**src/rtl/uart_frame_tx.sv**
```systemverilog
// UART frame transmitter: header byte, then N sign-extended samples sent LSB byte first.
// Build option: define UART_CHECKSUM_EN to append an XOR checksum byte of all data bytes.
module uart_frame_tx #(
  parameter int         CLK_FREQ  = 50_000_000,
  parameter int         BAUD      = 115200,
  parameter int         BIT_WIDTH = 24,
  parameter int         N         = 16,
  parameter logic [7:0] HEADER    = 8'hA5,
  localparam int        IDX_W     = (N > 1) ? $clog2(N) : 1
) (
  input  logic                 CLK,
  input  logic                 RST_N,
  input  logic                 start,
  output logic                 sample_rd,
  output logic [IDX_W-1:0]     sample_idx,
  input  logic [BIT_WIDTH-1:0] sample_in,
  output logic                 busy,
  output logic                 done,
  output logic                 tx_o
);

  localparam int CLKS_PER_BIT = CLK_FREQ / BAUD;
  localparam int BYTES        = (BIT_WIDTH + 7) / 8;
  localparam int DW           = BYTES * 8;
  localparam int BAUD_W       = $clog2(CLKS_PER_BIT);
  localparam int BYTE_W       = (BYTES > 1) ? $clog2(BYTES) : 1;

  typedef enum logic [2:0] {
    IDLE, SEND_HDR, FETCH, LATCH, SEND_DATA, END
`ifdef UART_CHECKSUM_EN
    , SEND_CSUM
`endif
  } state_t;

  state_t            state_q, state_d;
  logic [BAUD_W-1:0] baud_q;
  logic [3:0]        bit_q;
  logic [BYTE_W-1:0] byte_q;
  logic [IDX_W-1:0]  idx_q;
  logic [9:0]        shift_q;
  logic [DW-1:0]     data_q;
  logic [DW-1:0]     sext;
  logic              bit_end, byte_end, last_byte, last_idx;

  assign sext      = DW'($signed(sample_in));
  assign bit_end   = (baud_q == BAUD_W'(CLKS_PER_BIT - 1));
  assign byte_end  = bit_end && (bit_q == 4'd9);
  assign last_byte = (byte_q == BYTE_W'(BYTES - 1));
  assign last_idx  = (idx_q == IDX_W'(N - 1));

  // The shift register holds {stop, data, start}; it fills with ones as it
  // shifts, so the line rests at the stop level between bytes and in IDLE.
  assign tx_o       = shift_q[0];
  assign sample_rd  = (state_q == FETCH);
  assign sample_idx = idx_q;
  assign busy       = (state_q != IDLE) && (state_q != END);
  assign done       = (state_q == END);

`ifdef UART_CHECKSUM_EN
  logic [7:0] csum_q;

  always_ff @(posedge CLK or negedge RST_N) begin
    if (!RST_N) begin
      csum_q <= '0;
    end else if (state_q == IDLE && start) begin
      csum_q <= '0;
    end else if (state_q == LATCH) begin
      csum_q <= csum_q ^ sext[7:0];
    end else if (state_q == SEND_DATA && byte_end && !last_byte) begin
      csum_q <= csum_q ^ data_q[7:0];
    end
  end
`endif

  always_comb begin
    state_d = state_q;
    case (state_q)
      IDLE:      if (start) state_d = SEND_HDR;
      SEND_HDR:  if (byte_end) state_d = FETCH;
      FETCH:     state_d = LATCH;
      LATCH:     state_d = SEND_DATA;
      SEND_DATA: begin
        if (byte_end && last_byte) begin
          if (!last_idx) state_d = FETCH;
`ifdef UART_CHECKSUM_EN
          else state_d = SEND_CSUM;
`else
          else state_d = END;
`endif
        end
      end
`ifdef UART_CHECKSUM_EN
      SEND_CSUM: if (byte_end) state_d = END;
`endif
      END:       state_d = IDLE;
      default:   state_d = IDLE;
    endcase
  end

  always_ff @(posedge CLK or negedge RST_N) begin
    if (!RST_N) begin
      state_q <= IDLE;
      baud_q  <= '0;
      bit_q   <= '0;
      byte_q  <= '0;
      idx_q   <= '0;
      shift_q <= '1;
      data_q  <= '0;
    end else begin
      state_q <= state_d;
      case (state_q)
        IDLE: begin
          baud_q <= '0;
          bit_q  <= '0;
          byte_q <= '0;
          if (start) shift_q <= {1'b1, HEADER, 1'b0};
        end
        FETCH: ;
        LATCH: begin
          shift_q <= {1'b1, sext[7:0], 1'b0};
          data_q  <= sext >> 8;
        end
        END: idx_q <= '0;
        default: begin
          // Serialising states: header, sample bytes and the optional checksum.
          if (!bit_end) begin
            baud_q <= baud_q + 1'b1;
          end else begin
            baud_q <= '0;
            if (bit_q != 4'd9) begin
              bit_q   <= bit_q + 1'b1;
              shift_q <= {1'b1, shift_q[9:1]};
            end else begin
              bit_q <= '0;
              if (state_q == SEND_DATA && !last_byte) begin
                byte_q  <= byte_q + 1'b1;
                shift_q <= {1'b1, data_q[7:0], 1'b0};
                data_q  <= data_q >> 8;
              end else begin
                byte_q <= '0;
                if (state_q == SEND_DATA && state_d == FETCH) idx_q <= idx_q + 1'b1;
`ifdef UART_CHECKSUM_EN
                if (state_d == SEND_CSUM) shift_q <= {1'b1, csum_q, 1'b0};
`endif
              end
            end
          end
        end
      endcase
    end
  end

endmodule

```
**config.mk**
```make
export PLATFORM = sky130hd
export DESIGN_NAME = uart_frame_tx
export DESIGN_NICKNAME = d
export VERILOG_FILES = /design/src/rtl/uart_frame_tx.sv
export SDC_FILE = /design/constraint.sdc
export NUM_CORES = 1
export LEC_CHECK = 0
export CAP_MARGIN = 20
export CORE_ASPECT_RATIO = 1.5
export CORE_MARGIN = 5
export CORE_UTILIZATION = 50
export DETAILED_ROUTE_END_ITERATION = 7
export MAX_ROUTING_LAYER = met4
export PLACE_DENSITY = 0.74
export SETUP_SLACK_MARGIN = 0.3
export SLEW_MARGIN = 20
export SYNTH_ARGS = -nofsm -noshare
export SYNTH_HDL_FRONTEND = slang
export SYNTH_SLANG_ARGS = --single-unit
```
**constraint.sdc**
```tcl
create_clock -name CLK -period 1.9 [get_ports CLK]
set_input_delay 0.285 -clock CLK [delete_from_list [all_inputs] [get_ports CLK]]
set_output_delay 0.285 -clock CLK [all_outputs]
set_load 0.03 [all_outputs]
```
; ---- Yosys cells after proc, flatten, opt, wreduce, memory -nomap -nowiden
; Cells that the tools add are included.
[totals]
register_bits = 56
inputBits = 27
out_inout_bits = 8
word_cells = 84
[classes]
n_addsub = 4
n_eq_ne = 17
muxes = 28
bitwise = 4
n_reduce_logical = 24
[op_table]
columns = cell, n
row1 = two-way mux 24 bit, 3
row2 = case mux 24 bit (2 select lines), 1
row3 = two-way mux 10 bit, 4
row4 = case mux 10 bit (3 select lines), 1
row5 = two-way mux 4 bit, 6
row6 = case mux 9 bit (2 select lines), 1
row7 = case mux 4 bit (2 select lines), 2
row8 = case mux 3 bit (5 select lines), 1
row9 = two-way mux 3 bit, 4
row10 = nonzero test 2 bit, 5
row11 = "adder 9 x 1 -> 9 bit, second input constant", 1
row12 = "equality test 3 x 2 -> 1 bit, second input constant", 3
row13 = "equality test 9 bit, second input constant", 1
row14 = two-way mux 9 bit, 1
row15 = OR reduction 3 bit, 3
row16 = "adder 4 x 1 -> 4 bit, second input constant", 2
row17 = "equality test 4 bit, second input constant", 2
row18 = AND reduction 4 bit, 2
row19 = "equality test 3 bit, second input constant", 2
row20 = two-way mux 2 bit, 3
row21 = "!= test 2 bit, second input constant", 3
row22 = nonzero test 3 bit, 2
row23 = logical AND 1 bit, 5
row24 = AND reduction 5 bit, 1
row25 = 14 further kinds, 18

; ---- Longest topological paths before layout
; Gate-level depths: netlist of the first run.
[logic_depth]
depth_word = 12
ltp_mapped = 8
ltp_nobuf = 6

; ---- Worst setup path before layout of the first run
; No wires, ideal clock.
[synth_timing]
path_kind = register to register
start = reg bit_q[1]
end = reg shift_q[1]
setup_ns = 0.082
arrival_time_ns = 1.696
required_time_ns = 1.818
setup_slack_ns = 0.122
stages_incl_launch_ff = 7
n_path_buf = 0
period_less_slack_ns = 1.778
path_cell_list = dfrtp_1 -> inv_1 -> ha_1 -> nand3b_2 -> o211a_1 -> o21ai_4 -> mux2_4
[synth_via]
elab_chain_len = 4
word_cells_on_any_way = 6
classes_between = eq/ne (1) / mux (3) / reduce/logical (2)
[synth_lines]
columns = item, line_no
row1 = "start, declared", 37  ; logic [3:0] bit_q;
row2 = "start signal, assigned", 131  ; bit_q <= bit_q + 1'b1;
row3 = != test 4 bit *, 130  ; if (bit_q != 4'd9) begin
row4 = two-way mux 10 bit, 130
row5 = two-way mux 10 bit, 126  ; if (!bit_end) begin
row6 = case mux 10 bit (3 select lines), 111  ; case (state_q)
row7 = "end signal, assigned", 116  ; if (start) shift_q <= {1'b1, HEADER, 1'b0};
row8 = "end signal, assigned", 132  ; shift_q <= {1'b1, shift_q[9:1]};
row9 = "end signal, assigned", 137  ; shift_q <= {1'b1, data_q[7:0], 1'b0};
row10 = "end, declared", 40  ; logic [9:0] shift_q;
; Mark *: on every way between the ends. The rest lies on a longest branch, timed or not. The select of a mux whose other input is x is not followed.
; A chain may end at the register's enable or synchronous reset.

; ---- Worst setup path after layout of the first run
[layout_timing]
start = reg baud_q[1]
end = reg idx_q[3], in the netlist sample_idx[3]
[layout_via]
elab_chain_len = 9
word_cells_on_any_way = 11
classes_between = eq/ne (2) / mux (3) / reduce/logical (6)
[layout_lines]
columns = item, line_no
row1 = "start, declared", 36  ; logic [BAUD_W-1:0] baud_q;
row2 = "start signal, assigned", 127  ; baud_q <= baud_q + 1'b1;
row3 = equality test 9 bit *, 46  ; assign bit_end = (baud_q == BAUD_W'(CLKS_PER_BIT - 1));
row4 = logical AND 1 bit, 47  ; assign byte_end = bit_end && (bit_q == 4'd9);
row5 = logical AND 1 bit, 83  ; if (byte_end && last_byte) begin
row6 = two-way mux 3 bit, 83
row7 = case mux 3 bit (5 select lines), 77  ; case (state_q)
row8 = equality test 3 x 2 -> 1 bit, 141  ; if (state_q == SEND_DATA && state_d == FETCH) idx_q <= idx_q + 1'b1;
row9 = logical AND 1 bit, 141
row10 = nonzero test 2 bit (no line), n/a
row11 = AND reduction 5 bit (no line) *, n/a
row12 = "end signal, assigned", 141
row13 = "end, declared", 39  ; logic [IDX_W-1:0] idx_q;
; Mark *: on every way between the ends. The rest lies on a longest branch, timed or not.

==> reports/results.ini, run 1 <==
[power_and_ir_drop]
ir_drop_mv = 0.519
switching_power_uw = 374
p_int_mw = 1.48
comb_power_share_pct = 4.4
leakage_nw = 1.74
pwr_density_cell_nw_per_um2 = 460
switching_share_pct = 20.2
pwr-share-seq_pct = 54.0
power_frac_clock_pct = 41.6

[die]
boundaryPins = 35
initial_core_util_pct = 51.9
fp.dieW_um = 69.8
die_height_um = 99.7
rows = 32
core-area_sq_um = 5160
dieArea_sq_um = 6960

[layout]
fill_cells = 314
drive_gt1_share_pct = 47.0
final_cells = 404
diodes = 0
syn_to_final_growth_pct = 50.2
mostFrequentLayoutCells = buf_4 (40), dfrtp_1 (33), clkdlybuf4s50_1 (25), nand2_1 (19), buf_6 (15)
finish.instance_area_sq_um = 4030
nets = 368
final_common_cell = buf_4

[cts]
cts_root_buf = clkbuf_8
clk_latency_ns = 0.31
cts_buffers = 5
cts.clk_slew.worst_paths_ns = 0.09
cts_tree = yes
cts_buffer_depth = 2
clock-sinks = 47
h-tree-depth = 2

[setup_path]
critPathTopFamily = simple AND/OR/NAND/NOR gates
cpPeakStageDelay_ns = 0.50
crit_arrival_ns = 2.07
path_cells = inv_1 -> ha_2 -> and4bb_4 -> nand3_4 -> or4_4 -> a21oi_2
crit_buf_inv = 1
cp.required_ns = 2.14
path_max_fanout = 5
cp_slowest_cell = or4_4
setup.worst_path.class = register to register
cp-start-kind = register
critPathCaptureType = register

[sta]
hold_viol_final = 0
fin_tns_setup_ns = 0
setup_viol = 0
maxSlewViolCount = 0
slew_headroom_pct = 78.4
setup_slack_ns = 0.0699
post-route-min-period_ns = 1.83
worst_pin_slew_ns = 0.325
worst_hold_slack_ns = 0.473
fin_skew_ns = 0.0135
rsz0062_at_grt = yes
period_share_pct = 96.3
fmax_mhz = 546

[grt]
grt_pass1_wl_mm = 11.4
grt_pass1_vias = 2392
grtUsageMet3_pct = 3.13
grt_overflow = 0
grt_use_met2_pct = 37.1
grt_most_used_layer = met2
grt_max_degree = 48
grtUsageTotal_pct = 20.7
grt_use_met1_pct = 22.9
antenna_found_initial = 0

[detailed_routing]
vias_per_cell = 5.76
drc_errors = 0
vias = 2327
drt-pass1-iter-count = 4
first_iter_violations = 157
ant_nets = 0
wl_mm = 7.50
wl_per_cell_um = 18.6

[hold_path]
hp-class = primary input to asynchronous set/reset pin

[placed_design]
dp_slack_ns = 0.0687
portBuffers = 34
place_congestion = 0.807
placed_cells = 358
dpl_cell_area_sq_um = 3280
hpwl_mm = 4.12

[logic_synthesis]
syn_area_sq_um = 2680
syn_inst = 246
avgSynthCellArea_sq_um = 10.9
synth_nets = 279
yosys-top-cells-area = dfrtp_1 (35%), dfstp_2 (8.8%), mux2i_1 (5.2%), mux2_4 (4.5%), o21ai_0 (3.5%)
synth_warnings = 0
synth-main-ff-cell = dfrtp_1
synthDominantCellAreaShare_pct = 35.4
synth_top_area_cell = dfrtp_1
ys_async_sr_fraction_pct = 100
synth-edff-count = 0
yosysUniqueCellTypes = 61
ys_ff_latch = 47
ys_seq_area_share_pct = 44.3

[flow_run]
cap_violations = 0

[outcome]
status = complete, no violations

[worst register-to-register path, stage by stage, from the launching register on]
cell	delay (ns)
dfrtp_1	0.40
inv_1	0.08
ha_2	0.19
and4bb_4	0.33
nand3_4	0.12
or4_4	0.50
a21oi_2	0.15
[state kept, by name, summed over array words and instances, names as in the netlist]
register	flops
state_q	3
sample_idx	4
bit_q	4
data_q	16
shift_q	9
baud_q	9
byte_q	2
[area by class of cell]
type / count / area (sq um) / share of cell area [%]
multi-input combinational: 182 / 1710 / 42.4
sequential: 47 / 1190 / 29.6
timing repair buffer: 93 / 898 / 22.3
tap: 68 / 85.1 / 2.11
clock buffer: 6 / 82.6 / 2.05
clock inverter: 2 / 35.0 / 0.869
inverter: 6 / 25.0 / 0.621
[layer usage]
metal,share of wire [%],wire length [um],up-vias
met5,0,0,-
met4,3.5,265,0
met3,3.5,259,31
met2,55,4140,64
met1,38,2830,1150
li1,-,-,1082
[power by group through the flow]
stage,logic (mW),registers (mW),clock network [mW]
after global placement,0.0792,1.02,0
final,0.0810,1.00,0.771
after detailed placement,0.0797,1.02,0
after floorplan,0.00167,1.02,0
after global routing,0.0883,1.00,0.819
after CTS,0.0814,1.00,0.780
[worst paths after layout]
path / from / end / slack [ns] / cells past startpoint
max: baud_q[1]$_DFFE_PN0P_ / sample_idx[3]$_DFFE_PN0P_ / 0.07 / 6
min: RST_N / baud_q[6]$_DFFE_PN0P_ / 0.47 / 3
max reg2reg: baud_q[1]$_DFFE_PN0P_ / sample_idx[3]$_DFFE_PN0P_ / 0.07 / 6
min reg2reg: shift_q[0]$_DFFE_PN1P_ / shift_q[0]$_DFFE_PN1P_ / 0.48 / 2
max in group asynchronous: RST_N / shift_q[2]$_DFFE_PN1P_ / 1.13 / 3
min in group CLK: shift_q[0]$_DFFE_PN1P_ / shift_q[0]$_DFFE_PN1P_ / 0.48 / 2
[logic make-up after synthesis]
logic type               after synthesis  share of synthesized area, %
AND/OR/NAND/NOR                       91                          22.5
AO/OA/AOI/OAI                         56                          14.6
adder cells (fa/ha/maj)                6                          2.80
flip-flops                            47                          44.3
buffers and inverters                 17                          3.82
XOR/XNOR                               6                          1.96
multiplexers                          23                          10.1
[synthesized netlist by cell type, types with 2 or more instances]
cell type,instances
a211oi_1,3
a21oi_1,8
a22o_1,9
and3_1,3
and3b_1,2
and4b_1,4
buf_2,4
buf_6,4
clkbuf_1,2
dfrtp_1,38
dfstp_2,9
ha_1,6
inv_1,5
mux2_4,8
mux2i_1,14
nand2_1,21
nand2b_1,2
nand3_1,7
nand3_2,2
nand3b_1,3
nor2_1,18
nor2b_1,4
nor3_1,2
nor4_2,2
nor4b_1,2
o21ai_0,19
o21ai_1,2
o31ai_1,5
or3_1,2
xnor2_1,5
[through the flow]
step                total power, mW  utilization (%)
finish                         1.85             78.0
global route                   1.91             78.0
CTS                            1.86             73.0
detailed placement             1.10             63.5
global placement               1.10             63.5
floorplan                      1.02                -
[timing repair]
| item | in CTS | in global routing |
|---|---|---|
| endpoints found under the hold margin | 38 | 0 |
| pin swaps | 22 | 17 |
| gates resized for setup | 46 | 46 |
| gates cloned | 0 | 2 |
| buffers inserted | 26 | 9 |
| hold buffers | 1 | 0 |
| endpoints found under the setup margin | 50 | 50 |
Power figures use the tool's default switching activity.
==> run 2, diff against run 1 <==
--- a/config.mk
+++ b/config.mk
@@ -5,6 +5,7 @@
 export SDC_FILE = /design/constraint.sdc
 export NUM_CORES = 1
 export LEC_CHECK = 0
+export ABC_AREA = 0
 export CAP_MARGIN = 20
 export CORE_ASPECT_RATIO = 1.5
 export CORE_MARGIN = 5
==> results of run 2 <==
No change in the layout: final DEF, timing and power equal those of run 1.
